## src/rtl/alu3_pkg.sv

```systemverilog
// Shared encodings for the 3-bit ALU command driver: command opcodes, ALU pin
// encodings, the per-command pin mapping table and the driver FSM states.
package alu3_pkg;

  typedef enum logic [1:0] {
    ALU3_ADD = 2'd0,
    ALU3_SUB = 2'd1,
    ALU3_AND = 2'd2,
    ALU3_XOR = 2'd3
  } alu3_cmd_e;

  localparam logic [1:0] OP_ARITH = 2'b00;
  localparam logic [1:0] OP_AND   = 2'b10;
  localparam logic [1:0] OP_XOR   = 2'b11;

  typedef struct packed {
    logic [1:0] op;
    logic       b_inv;
    logic       cin;
    logic       x;
  } alu3_pins_t;

  typedef enum logic [1:0] {
    ST_IDLE   = 2'd0,
    ST_SETTLE = 2'd1,
    ST_RESP   = 2'd2
  } alu3_state_e;

  // SUB is a + ~b + 1 through the adder; X only enables overflow for arithmetic.
  function automatic alu3_pins_t alu3_map(input logic [1:0] cmd);
    alu3_pins_t p;
    case (alu3_cmd_e'(cmd))
      ALU3_ADD: p = '{op: OP_ARITH, b_inv: 1'b0, cin: 1'b0, x: 1'b1};
      ALU3_SUB: p = '{op: OP_ARITH, b_inv: 1'b1, cin: 1'b1, x: 1'b1};
      ALU3_AND: p = '{op: OP_AND,   b_inv: 1'b0, cin: 1'b0, x: 1'b0};
      default:  p = '{op: OP_XOR,   b_inv: 1'b0, cin: 1'b0, x: 1'b0};
    endcase
    return p;
  endfunction

endpackage

```

## src/rtl/alu3_ref_model.sv

```systemverilog
// Combinational reference for the 3-bit ALU: expected result and overflow
// for a command opcode and two operands (mod-8 arithmetic).
module alu3_ref_model
  import alu3_pkg::*;
(
  input  logic [1:0] op,
  input  logic [2:0] a,
  input  logic [2:0] b,
  output logic [2:0] exp_res,
  output logic       exp_ovf
);

  always_comb begin
    exp_res = '0;
    exp_ovf = 1'b0;
    case (alu3_cmd_e'(op))
      ALU3_ADD: begin
        exp_res = a + b;
        exp_ovf = (a[2] == b[2]) && (exp_res[2] != a[2]);
      end
      ALU3_SUB: begin
        exp_res = a + ~b + 3'd1;
        exp_ovf = (a[2] != b[2]) && (exp_res[2] != a[2]);
      end
      ALU3_AND: exp_res = a & b;
      default:  exp_res = a ^ b;
    endcase
  end

endmodule

```

## src/rtl/alu3_cmd_driver.sv

```systemverilog
// Initiator for the 3-bit ALU: accepts one command, drives registered ALU pins,
// waits SETTLE_CYCLES edges, samples the ALU and returns a checked response.
module alu3_cmd_driver
  import alu3_pkg::*;
#(
  parameter int unsigned SETTLE_CYCLES = 2,
  parameter bit          CHECK_EN      = 1'b1
) (
  input  logic       clk,
  input  logic       rst_n,
  input  logic       cmd_valid,
  output logic       cmd_ready,
  input  logic [1:0] cmd_op,
  input  logic [2:0] cmd_a,
  input  logic [2:0] cmd_b,
  output logic [2:0] alu_a,
  output logic [2:0] alu_b,
  output logic [1:0] alu_op,
  output logic       alu_b_inv,
  output logic       alu_cin,
  output logic       alu_x,
  input  logic [2:0] alu_result,
  input  logic       alu_ovf,
  output logic       rsp_valid,
  input  logic       rsp_ready,
  output logic [2:0] rsp_result,
  output logic       rsp_ovf,
  output logic       rsp_mismatch,
  output logic [7:0] err_count
);

  localparam logic [3:0] CNT_INIT = 4'(SETTLE_CYCLES - 1);

  alu3_state_e state_q, state_d;
  logic [3:0]  cnt_q, cnt_d;
  logic        rdy_en_q;
  logic [1:0]  cop_q, cop_d;
  logic [2:0]  a_q, a_d, b_q, b_d;
  alu3_pins_t  pins_q, pins_d;
  logic        valid_q, valid_d;
  logic [2:0]  res_q, res_d;
  logic        ovf_q, ovf_d;
  logic        mm_q, mm_d;
  logic [7:0]  err_q, err_d;
  logic [2:0]  exp_res;
  logic        exp_ovf;

  alu3_ref_model u_ref (
    .op     (cop_q),
    .a      (a_q),
    .b      (b_q),
    .exp_res(exp_res),
    .exp_ovf(exp_ovf)
  );

  // rdy_en_q keeps cmd_ready low until the first edge after reset release.
  assign cmd_ready = rdy_en_q && (state_q == ST_IDLE);

  always_comb begin
    state_d = state_q;
    cnt_d   = cnt_q;
    cop_d   = cop_q;
    a_d     = a_q;
    b_d     = b_q;
    pins_d  = pins_q;
    valid_d = valid_q;
    res_d   = res_q;
    ovf_d   = ovf_q;
    mm_d    = mm_q;
    err_d   = err_q;
    case (state_q)
      ST_IDLE: begin
        if (cmd_valid && cmd_ready) begin
          pins_d  = alu3_map(cmd_op);
          cop_d   = cmd_op;
          a_d     = cmd_a;
          b_d     = cmd_b;
          cnt_d   = CNT_INIT;
          state_d = ST_SETTLE;
        end
      end
      ST_SETTLE: begin
        if (cnt_q != 4'd0) begin
          cnt_d = cnt_q - 4'd1;
        end else begin
          res_d   = alu_result;
          ovf_d   = alu_ovf;
          mm_d    = CHECK_EN && ({alu_ovf, alu_result} != {exp_ovf, exp_res});
          valid_d = 1'b1;
          state_d = ST_RESP;
        end
      end
      ST_RESP: begin
        if (rsp_ready) begin
          valid_d = 1'b0;
          if (mm_q && (err_q != 8'hFF)) err_d = err_q + 8'd1;
          state_d = ST_IDLE;
        end
      end
      default: state_d = ST_IDLE;
    endcase
  end

  always_ff @(posedge clk or negedge rst_n) begin
    if (!rst_n) begin
      state_q  <= ST_IDLE;
      cnt_q    <= '0;
      rdy_en_q <= 1'b0;
      cop_q    <= '0;
      a_q      <= '0;
      b_q      <= '0;
      pins_q   <= '0;
      valid_q  <= 1'b0;
      res_q    <= '0;
      ovf_q    <= 1'b0;
      mm_q     <= 1'b0;
      err_q    <= '0;
    end else begin
      state_q  <= state_d;
      cnt_q    <= cnt_d;
      rdy_en_q <= 1'b1;
      cop_q    <= cop_d;
      a_q      <= a_d;
      b_q      <= b_d;
      pins_q   <= pins_d;
      valid_q  <= valid_d;
      res_q    <= res_d;
      ovf_q    <= ovf_d;
      mm_q     <= mm_d;
      err_q    <= err_d;
    end
  end

  assign alu_a        = a_q;
  assign alu_b        = b_q;
  assign alu_op       = pins_q.op;
  assign alu_b_inv    = pins_q.b_inv;
  assign alu_cin      = pins_q.cin;
  assign alu_x        = pins_q.x;
  assign rsp_valid    = valid_q;
  assign rsp_result   = res_q;
  assign rsp_ovf      = ovf_q;
  assign rsp_mismatch = mm_q;
  assign err_count    = err_q;

endmodule

```

## config.mk

```make
export PLATFORM = sky130hd
export DESIGN_NAME = alu3_cmd_driver
export DESIGN_NICKNAME = d
export VERILOG_FILES = /design/src/rtl/alu3_pkg.sv /design/src/rtl/alu3_ref_model.sv /design/src/rtl/alu3_cmd_driver.sv
export SDC_FILE = /design/constraint.sdc
export NUM_CORES = 1
export LEC_CHECK = 0
export ABC_CLOCK_PERIOD_IN_PS = 2900
export BUFFER_PORTS_ARGS = -buffer_cell sky130_fd_sc_hd__buf_2
export CORE_UTILIZATION = 50
export DETAILED_ROUTE_END_ITERATION = 10
export PLACE_DENSITY_LB_ADDON = 0.25
export SYNTH_ARGS = -nofsm -noshare
export SYNTH_HDL_FRONTEND = slang
export SYNTH_SLANG_ARGS = --single-unit
export TNS_END_PERCENT = 20
```

## constraint.sdc

```tcl
create_clock -name clk -period 2.9 [get_ports clk]
set_input_delay 0 -clock clk [delete_from_list [all_inputs] [get_ports clk]]
set_output_delay 0 -clock clk [all_outputs]
set_load 0.005 [all_outputs]
```

# Yosys cells after proc, flatten, opt, wreduce, memory -nomap -nowiden
# Cells that the tools add are included.
[op_classes] add_sub_neg=5 eq_ne=16 mux=13 bitwise_logic=4 n_reduce_logical=17
[ops] cell="5-bit one-hot mux with 3 select lines" count=1
[ops] cell="3-bit AND reduction" count=4
[ops] cell="3-bit one-hot mux with 3 select lines" count=1
[ops] cell="8-bit by 1-bit adder with 8-bit output, second input constant" count=1
[ops] cell="4-bit two-way mux" count=2
[ops] cell="8-bit inequality test, second input constant" count=1
[ops] cell="4-bit one-hot mux with 2 select lines" count=1
[ops] cell="3-bit adder" count=2
[ops] cell="2-bit by 1-bit == test with 1-bit output, second input constant" count=3
[ops] cell="2-bit == test, second input constant" count=3
[ops] cell="2-bit logical NOT" count=3
[ops] cell="2-bit two-way mux" count=3
[ops] cell="2-bit inequality test, second input constant" count=3
[ops] cell="2-bit one-hot mux with 3 select lines" count=1
[ops] cell="1-bit logical AND" count=5
[ops] cell="4-bit inequality test" count=1
[ops] cell="1-bit one-hot mux with 2 select lines" count=2
[ops] cell="2-bit AND reduction" count=2
[ops] cell="2-bit nonzero test" count=2
[ops] cell="4-bit nonzero test" count=1
[ops] cell="4-bit by 1-bit subtractor with 4-bit output, second input constant" count=1
[ops] cell="3-bit by 1-bit adder with 3-bit output, second input constant" count=1
[ops] cell="3-bit bitwise AND" count=1
[ops] cell="1-bit inequality test" count=3
[ops] cell="other kinds (6)" count=7
[word_totals] register_bits=34 input_bits=16 output_inout_bits=26 wordCells=70

# Longest topological paths before layout
# Gate-level depths: netlist (run 1).
[depth] ltp_word=7 mapped_depth=9 ltp_nobuf=9

# Cells and area by module
# A second synthesis (run 1) with hierarchy kept.
[unflattened] hier_cells=171 hier_area_um2=1754.2
[modules_own_cells] mod="alu3_cmd_driver" n_inst=1 cells_per_inst=141 area_each_um2=1487.7 seq_area_each_um2=825.8
[modules_own_cells] mod="alu3_ref_model" n_inst=1 cells_per_inst=30 area_each_um2=266.5 seq_area_each_um2=0.0

# Worst setup path after synthesis (run 1)
# No wires, ideal clock.
[synth_path] path_type="reg2reg" from="reg a_q[0] (netlist: alu_a[0])" to="reg mm_q (netlist: rsp_mismatch)" setup_time_ns=0.133 arrival_ns=1.910 required_time_ns=2.767 path_slack_ns=0.856 stages_incl_launch_ff=9 n_path_buf=0 period_less_slack_ns=2.044 cell_sequence="dfrtp_1 inv_1 ha_1 inv_1 fa_1 mux4_2 xor2_1 nor3_1 a32oi_1"
[synth_via] elab_chain_cells=6 word_cells_on_any_way=12 classes_between="add/sub: 3; eq/ne: 3; mux: 2; bitwise: 2; reduce/logical: 2"
[synth_lines] element="start: declaration" line_no="alu3_cmd_driver.sv:38" source="logic [2:0] a_q, a_d, b_q, b_d;"
[synth_lines] element="start signal: assignment" line_no="alu3_cmd_driver.sv:110" source="a_q <= '0;"
[synth_lines] element="start signal: assignment" line_no="alu3_cmd_driver.sv:123" source="a_q <= a_d;"
[synth_lines] element="3-bit adder" line_no="alu3_ref_model.sv:22" source="exp_res = a + ~b + 3'd1;"
[synth_lines] element="3-bit by 1-bit adder with 3-bit output" line_no="alu3_ref_model.sv:22"
[synth_lines] element="1-bit inequality test" line_no="alu3_ref_model.sv:23" source="exp_ovf = (a[2] != b[2]) && (exp_res[2] != a[2]);"
[synth_lines] element="1-bit logical AND" line_no="alu3_ref_model.sv:23"
[synth_lines] element="1-bit one-hot mux with 2 select lines" line_no="alu3_ref_model.sv:16" source="case (alu3_cmd_e'(op))"
[synth_lines] element="4-bit inequality test *" line_no="alu3_cmd_driver.sv:88" source="mm_d = CHECK_EN && ({alu_ovf, alu_result} != {exp_ovf, exp_res});"
[synth_lines] element="end signal: assignment" line_no="alu3_cmd_driver.sv:129" source="mm_q <= mm_d;"
[synth_lines] element="end: declaration" line_no="alu3_cmd_driver.sv:43" source="logic mm_q, mm_d;"
# Mark *: on every way between the ends. The rest lies on a longest branch, timed or not.
# A chain may end at the register's enable or synchronous reset.

# Worst setup path after layout (run 1)
# Same ends and word-level chain as after synthesis.

==> results.sh, run 1 <==
export IMPL_timing_max_slew_rel_slack_pct=51.9
export IMPL_timing_rr_end="rsp_mismatch"
export IMPL_pwr_share_comb_pct=44.9
export IMPL_power_density_cell_area_nw_per_um2=897
export IMPL_grt_antenna_before_repair=0
export IMPL_slew_viol_final=0
export IMPL_reg2reg_setup_slack_ns=0.74
export IMPL_setup_violations_final=0
export IMPL_start_kind="register"
export IMPL_cellLeakagePower_nw=1.06
export IMPL_sequential_fraction_of_the_synthesis_area_pct=49.1
export IMPL_achievable_frequency_mhz=462
export IMPL_area_growth_syn_to_layout_pct=24.1
export IMPL_grt_max_degree=34
export IMPL_worstSetupEndpointType="register"
export IMPL_post_synth_num_cell_types=38
export IMPL_finalWirelength_um=3370
export IMPL_first_pass_grt_wire_length_um=5550
export IMPL_die_x_um=60.0
export IMPL_root_buffer="clkbuf_4"
export IMPL_synth_net_count=184
export IMPL_unrepaired_setup_endpoints_after_global_routing="no"
export IMPL_critical_path_peak_fanout=3
export IMPL_synth_cells=158
export IMPL_clk_insertion_delay_late_ns=0.34
export IMPL_synth_warnings=0
export IMPL_timing_hold_worst_class="input port to register"
export IMPL_swShare_pct=38.9
export IMPL_pre_cts_ws_ns=0.749
export IMPL_p_switching_uw=728
export IMPL_finalCoreUtilization_pct=66.8
export IMPL_grt_ovfl_total=0
export IMPL_result_of_the_run="completed"
export IMPL_ant_nets=0
export IMPL_tns_ns=0
export IMPL_reg2regPathDepth=8
export IMPL_timing_critical_path_from="alu_a[0]"
export IMPL_postLayoutSetupSlackWorst_ns=0.737
export IMPL_cts_tree="yes"
export IMPL_r2r_start="alu_a[0]"
export IMPL_design_portCount=42
export IMPL_clock_skew_final_ns=0.0107
export IMPL_start_util_pct=53.8
export IMPL_dp_hpwl_um=2320
export IMPL_worst_endpoint_arrival_ns=2.38
export IMPL_peakVddDrop_mv=0.463
export IMPL_worst_setup_hold_path_clk_slew_ns=0.10
export IMPL_maximum_capacitance_violations=0
export IMPL_port_buffers=41
export IMPL_syn_avg_cell_area_um2=10.7
export IMPL_pwr_share_seq_pct=42.5
export IMPL_worstHoldPathCells=3
export IMPL_synth_ff_latch_count=33
export IMPL_criticalPathCategory="register to register"
export IMPL_cts_hold_repair_buffers=14
export IMPL_hold_end="cnt_q[2]"
export IMPL_clkPwrFrac_pct=12.6
export IMPL_worst_ep_required_time_ns=3.12
export IMPL_timing_final_crit_period_ns=2.16
export IMPL_dr_total_vias=1284
export IMPL_placementRows=20
export IMPL_dieHeight_um=60.0
export IMPL_wire_length_per_cell_after_detailed_routing_um=13.1
export IMPL_design_final_nets=240
export IMPL_post_synthesis_instance_area_um2=1680
export IMPL_finalHoldWorstSlack_ns=0.211
export IMPL_layout_cells_most_common="buf_2"
export IMPL_post_route_cells_drive_above_1_share_pct=27.2
export IMPL_post_cts_repair_setup_buffers=0
export IMPL_total_clock_buffers_created_by_cts=5
export IMPL_drt_via_density=5.00
export IMPL_finalHoldViolations=0
export IMPL_fp_dieArea_um2=3600
export IMPL_cts_htree_levels=2
export IMPL_detail_route_drc_violations=0
export IMPL_timing_final_crit_share_pct=74.6
export IMPL_pre_repair_dr_iteration_count=4
export IMPL_final_cell_mix="41 x buf_2, 36 x nand2_1, 33 x dfrtp_1, 14 x dlygate4sd3_1, 8 x ha_1"
export IMPL_cts_sink_count=33
export IMPL_globalRouteTotalUtil_pct=21.6
export IMPL_startpoint_of_the_tightest_hold_check_path="cmd_valid"
export IMPL_gp_congestion=0.785
export IMPL_antennaDiodeCount=0
export IMPL_grt_pass1_vias=1279
export IMPL_cts_resized=0
export IMPL_p_int_mw=1.14
export IMPL_dr_first_iter_drc_count=22
export IMPL_ctsLongestPathBuffers=2
export IMPL_timing_worst_slew_pin_value_ns=0.721
export IMPL_core_footprint_um2=3130
==> metrics by stage <==
| stage | instance area (um2) | total power, mW | std cells |
|---|---|---|---|
| 5_1_grt | 2090 | 2.04 | 257 |
| 3_5_place_dp | 1910 | 1.64 | 237 |
| 2_1_floorplan | 1680 | 1.38 | 158 |
| 6_report | 2090 | 1.87 | 257 |
| 4_1_cts | 2090 | 1.89 | 257 |
| 3_3_place_gp | 1910 | 1.59 | 237 |
==> registers in the layout, indices dropped and copies added, names as in the netlist <==
signal,count
alu_a,3
alu_b,3
alu_b_inv,1
alu_op,2
alu_x,1
cnt_q,4
cop_q,2
err_count,8
rdy_en_q,1
rsp_mismatch,1
rsp_ovf,1
rsp_result,3
rsp_valid,1
state_q,2
==> worst max path at each step <==
stage                   endpoint  slack, ns
floorplan           rsp_mismatch       0.86
global placement    rsp_mismatch       0.79
detailed placement  rsp_mismatch       0.75
CTS                 rsp_mismatch       0.73
global route        rsp_mismatch       0.60
finish              rsp_mismatch       0.74
==> synthesized netlist by cell type, drive strengths merged <==
cell type  count  area (um2)
nor3           3        15.0
dfrtp         33         826
fa             2        40.0
and3           3        23.8
nand3b         2        15.0
nand4          3        25.0
nand2b         5        31.3
or3b           1        8.76
nand2         36         135
and2           1        6.26
a32oi          1        8.76
conb           1        3.75
or3            1        6.26
nor4           1        6.26
xor2           7        61.3
a311oi         2        35.0
ha             8         100
clkbuf         2        8.75
xnor2          7        61.3
mux4           1        22.5
buf            4        28.8
a21oi          1        5.00
nor2           4        15.0
inv            7        26.3
o21a           2        15.0
mux2           5        56.3
o21ai          6        30.0
nand3          3        15.0
a211oi         1        12.5
and2b          1        7.51
nor3b          3        22.5
o32ai          1        8.76
==> kinds of logic (layout without fill, tap and decap cells) <==
family	after synthesis	after routing	synth area share, %
and+or+nand+nor	67	67	19.8
adders and majority gates	10	10	8.33
DFF	33	33	49.1
AOI/OAI and AO/OA	14	14	6.84
buffers and inverters	13	68	3.79
xor gates and xnor gates	14	14	7.29
other	1	1	0.223
muxes	6	6	4.68
==> layer usage <==
| metal | part of all wire, % | global-route usage, % | routed length [um] |
|---|---|---|---|
| met5 | 0 | 0 | 0 |
| met4 | 1.8 | 12.0 | 61 |
| met2 | 50 | 36.3 | 1690 |
| met3 | 4.2 | 4.76 | 140 |
| met1 | 44 | 25.6 | 1470 |
==> layout make-up <==
type                       instances  area [um2]
inverter                           7        26.3
timing repair buffer              55         345
tap                               44        55.1
multi-input combinational        112         793
fill                             258        1040
sequential                        33         826
clock buffer                       5        37.5
clock inverter                     1        5.00
==> critical path: stages, from the launching register on <==
cell and delay (ns):
dfrtp_1 0.40, inv_1 0.07, ha_1 0.19, inv_1 0.07
fa_1 0.40, mux4_2 0.48, xor2_1 0.16, nor3_1 0.16
a32oi_1 0.12
==> power by group through the flow <==
stage / Sequential, mW / Clock [mW] / Combinational (mW)
after detailed placement: 0.806 / 0 / 0.832
final: 0.796 / 0.236 / 0.840
after floorplan: 0.765 / 0 / 0.615
after global routing: 0.830 / 0.256 / 0.957
after CTS: 0.797 / 0.244 / 0.850
after global placement: 0.787 / 0 / 0.800
No activity file was read; power rests on OpenSTA's default activity.
==> run 2, diff against run 1 <==
--- a/config.mk
+++ b/config.mk
@@ -5,7 +5,7 @@
 export SDC_FILE = /design/constraint.sdc
 export NUM_CORES = 1
 export LEC_CHECK = 0
-export ABC_CLOCK_PERIOD_IN_PS = 2900
+export ABC_CLOCK_PERIOD_IN_PS = 2200
 export BUFFER_PORTS_ARGS = -buffer_cell sky130_fd_sc_hd__buf_2
 export CORE_UTILIZATION = 50
 export DETAILED_ROUTE_END_ITERATION = 10
==> constraint.sdc (replaced) <==
create_clock -name clk -period 2.2 [get_ports clk]
set_input_delay 0 -clock clk [delete_from_list [all_inputs] [get_ports clk]]
set_output_delay 0 -clock clk [all_outputs]
set_load 0.005 [all_outputs]
==> results.sh, run 2 (same netlist as run 1, synthesis figures left out) <==
export IMPL_cellLeakagePower_nw=1.07
export IMPL_dieHeight_um=60.0
export IMPL_grt_antenna_before_repair=0
export IMPL_timing_final_crit_period_ns=2.12
export IMPL_finalCoreUtilization_pct=67.6
export IMPL_pre_repair_dr_iteration_count=4
export IMPL_timing_max_slew_rel_slack_pct=53.1
export IMPL_finalWirelength_um=3310
export IMPL_finish_instance_area_um2=2110
export IMPL_result_of_the_run="completed"
export IMPL_area_growth_syn_to_layout_pct=25.6
export IMPL_reg2regPathDepth=7
export IMPL_critical_path_peak_fanout=3
export IMPL_design_portCount=42
export IMPL_detail_route_drc_violations=0
export IMPL_startpoint_of_the_tightest_hold_check_path="cmd_valid"
export IMPL_globalRouteTotalUtil_pct=21.8
export IMPL_design_final_nets=241
export IMPL_grt_max_degree=34
export IMPL_start_kind="register"
export IMPL_timing_final_crit_share_pct=96.6
export IMPL_worst_ep_required_time_ns=2.40
export IMPL_pre_cts_ws_ns=0.0404
export IMPL_setup_violations_final=0
export IMPL_total_clock_buffers_created_by_cts=5
export IMPL_grt_ovfl_total=0
export IMPL_postLayoutSetupSlackWorst_ns=0.0756
export IMPL_timing_hold_worst_class="input port to register"
export IMPL_reg2reg_setup_slack_ns=0.08
export IMPL_die_x_um=60.0
export IMPL_largest_register_ff_count=8
export IMPL_cts_sink_count=33
export IMPL_dr_total_vias=1294
export IMPL_worstHoldPathCells=5
export IMPL_placementRows=20
export IMPL_grt_pass1_vias=1260
export IMPL_criticalPathCategory="register to register"
export IMPL_finalHoldViolations=0
export IMPL_cts_tree="yes"
export IMPL_drt_via_density=5.00
export IMPL_first_pass_grt_wire_length_um=5660
export IMPL_maximum_capacitance_violations=0
export IMPL_hold_end="cop_q[0]"
export IMPL_post_route_cells_drive_above_1_share_pct=28.8
export IMPL_finalPower_mw=2.52
export IMPL_placed_cell_area_um2=1910
export IMPL_clk_insertion_delay_late_ns=0.33
export IMPL_layout_cells_most_common="buf_2"
export IMPL_ant_nets=0
export IMPL_final_cell_mix="41 x buf_2, 36 x nand2_1, 33 x dfrtp_1, 14 x dlygate4sd3_1, 8 x ha_1"
export IMPL_dp_hpwl_um=2320
export IMPL_finalHoldWorstSlack_ns=0.110
export IMPL_critical_path_slowest_cell="dfrtp_1"
export IMPL_wire_length_per_cell_after_detailed_routing_um=12.8
export IMPL_worst_setup_hold_path_clk_slew_ns=0.10
export IMPL_critical_path_cell_chain="ha_1 > fa_1 > or3_1 > o21a_1 > a211oi_2 > xnor2_1 > a32oi_1"
export IMPL_post_cts_repair_setup_buffers=0
export IMPL_worst_endpoint_arrival_ns=2.33
export IMPL_critical_path_max_stage_delay_ns=0.43
export IMPL_port_buffers=41
export IMPL_cts_htree_levels=2
export IMPL_antennaDiodeCount=0
export IMPL_root_buffer="clkbuf_4"
export IMPL_gp_congestion=0.789
export IMPL_ctsLongestPathBuffers=2
export IMPL_peakVddDrop_mv=0.633
export IMPL_slew_viol_final=0
export IMPL_achievable_frequency_mhz=471
export IMPL_start_util_pct=53.8
export IMPL_fp_dieArea_um2=3600
export IMPL_worstSetupEndpointType="register"
export IMPL_timing_rr_end="rsp_mismatch"
export IMPL_dr_first_iter_drc_count=41
export IMPL_timing_worst_slew_pin_value_ns=0.703
export IMPL_r2r_start="alu_a[0]"
export IMPL_power_density_cell_area_nw_per_um2=1190
export IMPL_clock_skew_final_ns=0.00819
export IMPL_core_footprint_um2=3130
==> run 2: changes by cell type in the layout (fill, tap and decap cells not counted), sizes merged <==
cell | previous run | this run
clkbuf | 5 | 7
buf | 41 | 42
clkinv | 1 | 0
==> run 2: power breakdown <==
part           leakage, nW  internal, mW  switching [mW]
Combinational        0.627         0.583           0.549
Clock               0.0314         0.151           0.194
Sequential           0.412         0.826           0.221
==> run 2: routing by layer <==
metal	routed length [um]	GRT usage [%]
met4	80	10.3
met1	1490	27.9
met5	0	0
met3	131	4.98
met2	1610	34.9
==> run 2: repair_timing <==
| item | CTS | global route |
|---|---|---|
| endpoints found under the hold margin | 51 | 0 |
| hold buffers | 14 | 0 |
| resized for setup | 0 | 3 |
| endpoints found under the setup margin | 0 | 1 |
==> run 2: final cells by class <==
cell class | count | area (um2)
Inverter | 7 | 26.3
Tap cell | 44 | 55.1
Sequential cell | 33 | 826
Multi-Input combinational cell | 112 | 798
Clock buffer | 7 | 55.1
Timing Repair Buffer | 56 | 353
Fill cell | 251 | 1010
==> run 2: worst max path at each step <==
stage                   from  slack [ns]            to
global route        alu_a[0]     -0.0001  rsp_mismatch
detailed placement  alu_a[0]        0.04  rsp_mismatch
global placement    alu_a[0]        0.09  rsp_mismatch
floorplan           alu_a[0]        0.16  rsp_mismatch
CTS                 alu_a[0]        0.04  rsp_mismatch
finish              alu_a[0]        0.08  rsp_mismatch
==> run 2: worst max-delay path, delay by kind of cell, from the launching register on <==
| kind | cells | cell delay (ns) |
|---|---|---|
| flops | 1 | 0.43 |
| xor+xnor | 1 | 0.14 |
| simple gates | 1 | 0.32 |
| compound gates | 3 | 0.45 |
| fa+ha+maj | 2 | 0.66 |
==> run 2: per-stage QoR <==
step                setup TNS [ns]  std cells
finish                           0        259
global route            -0.0000984        259
CTS                              0        259
detailed placement               0        238
global placement                 0        238
floorplan                        0        158
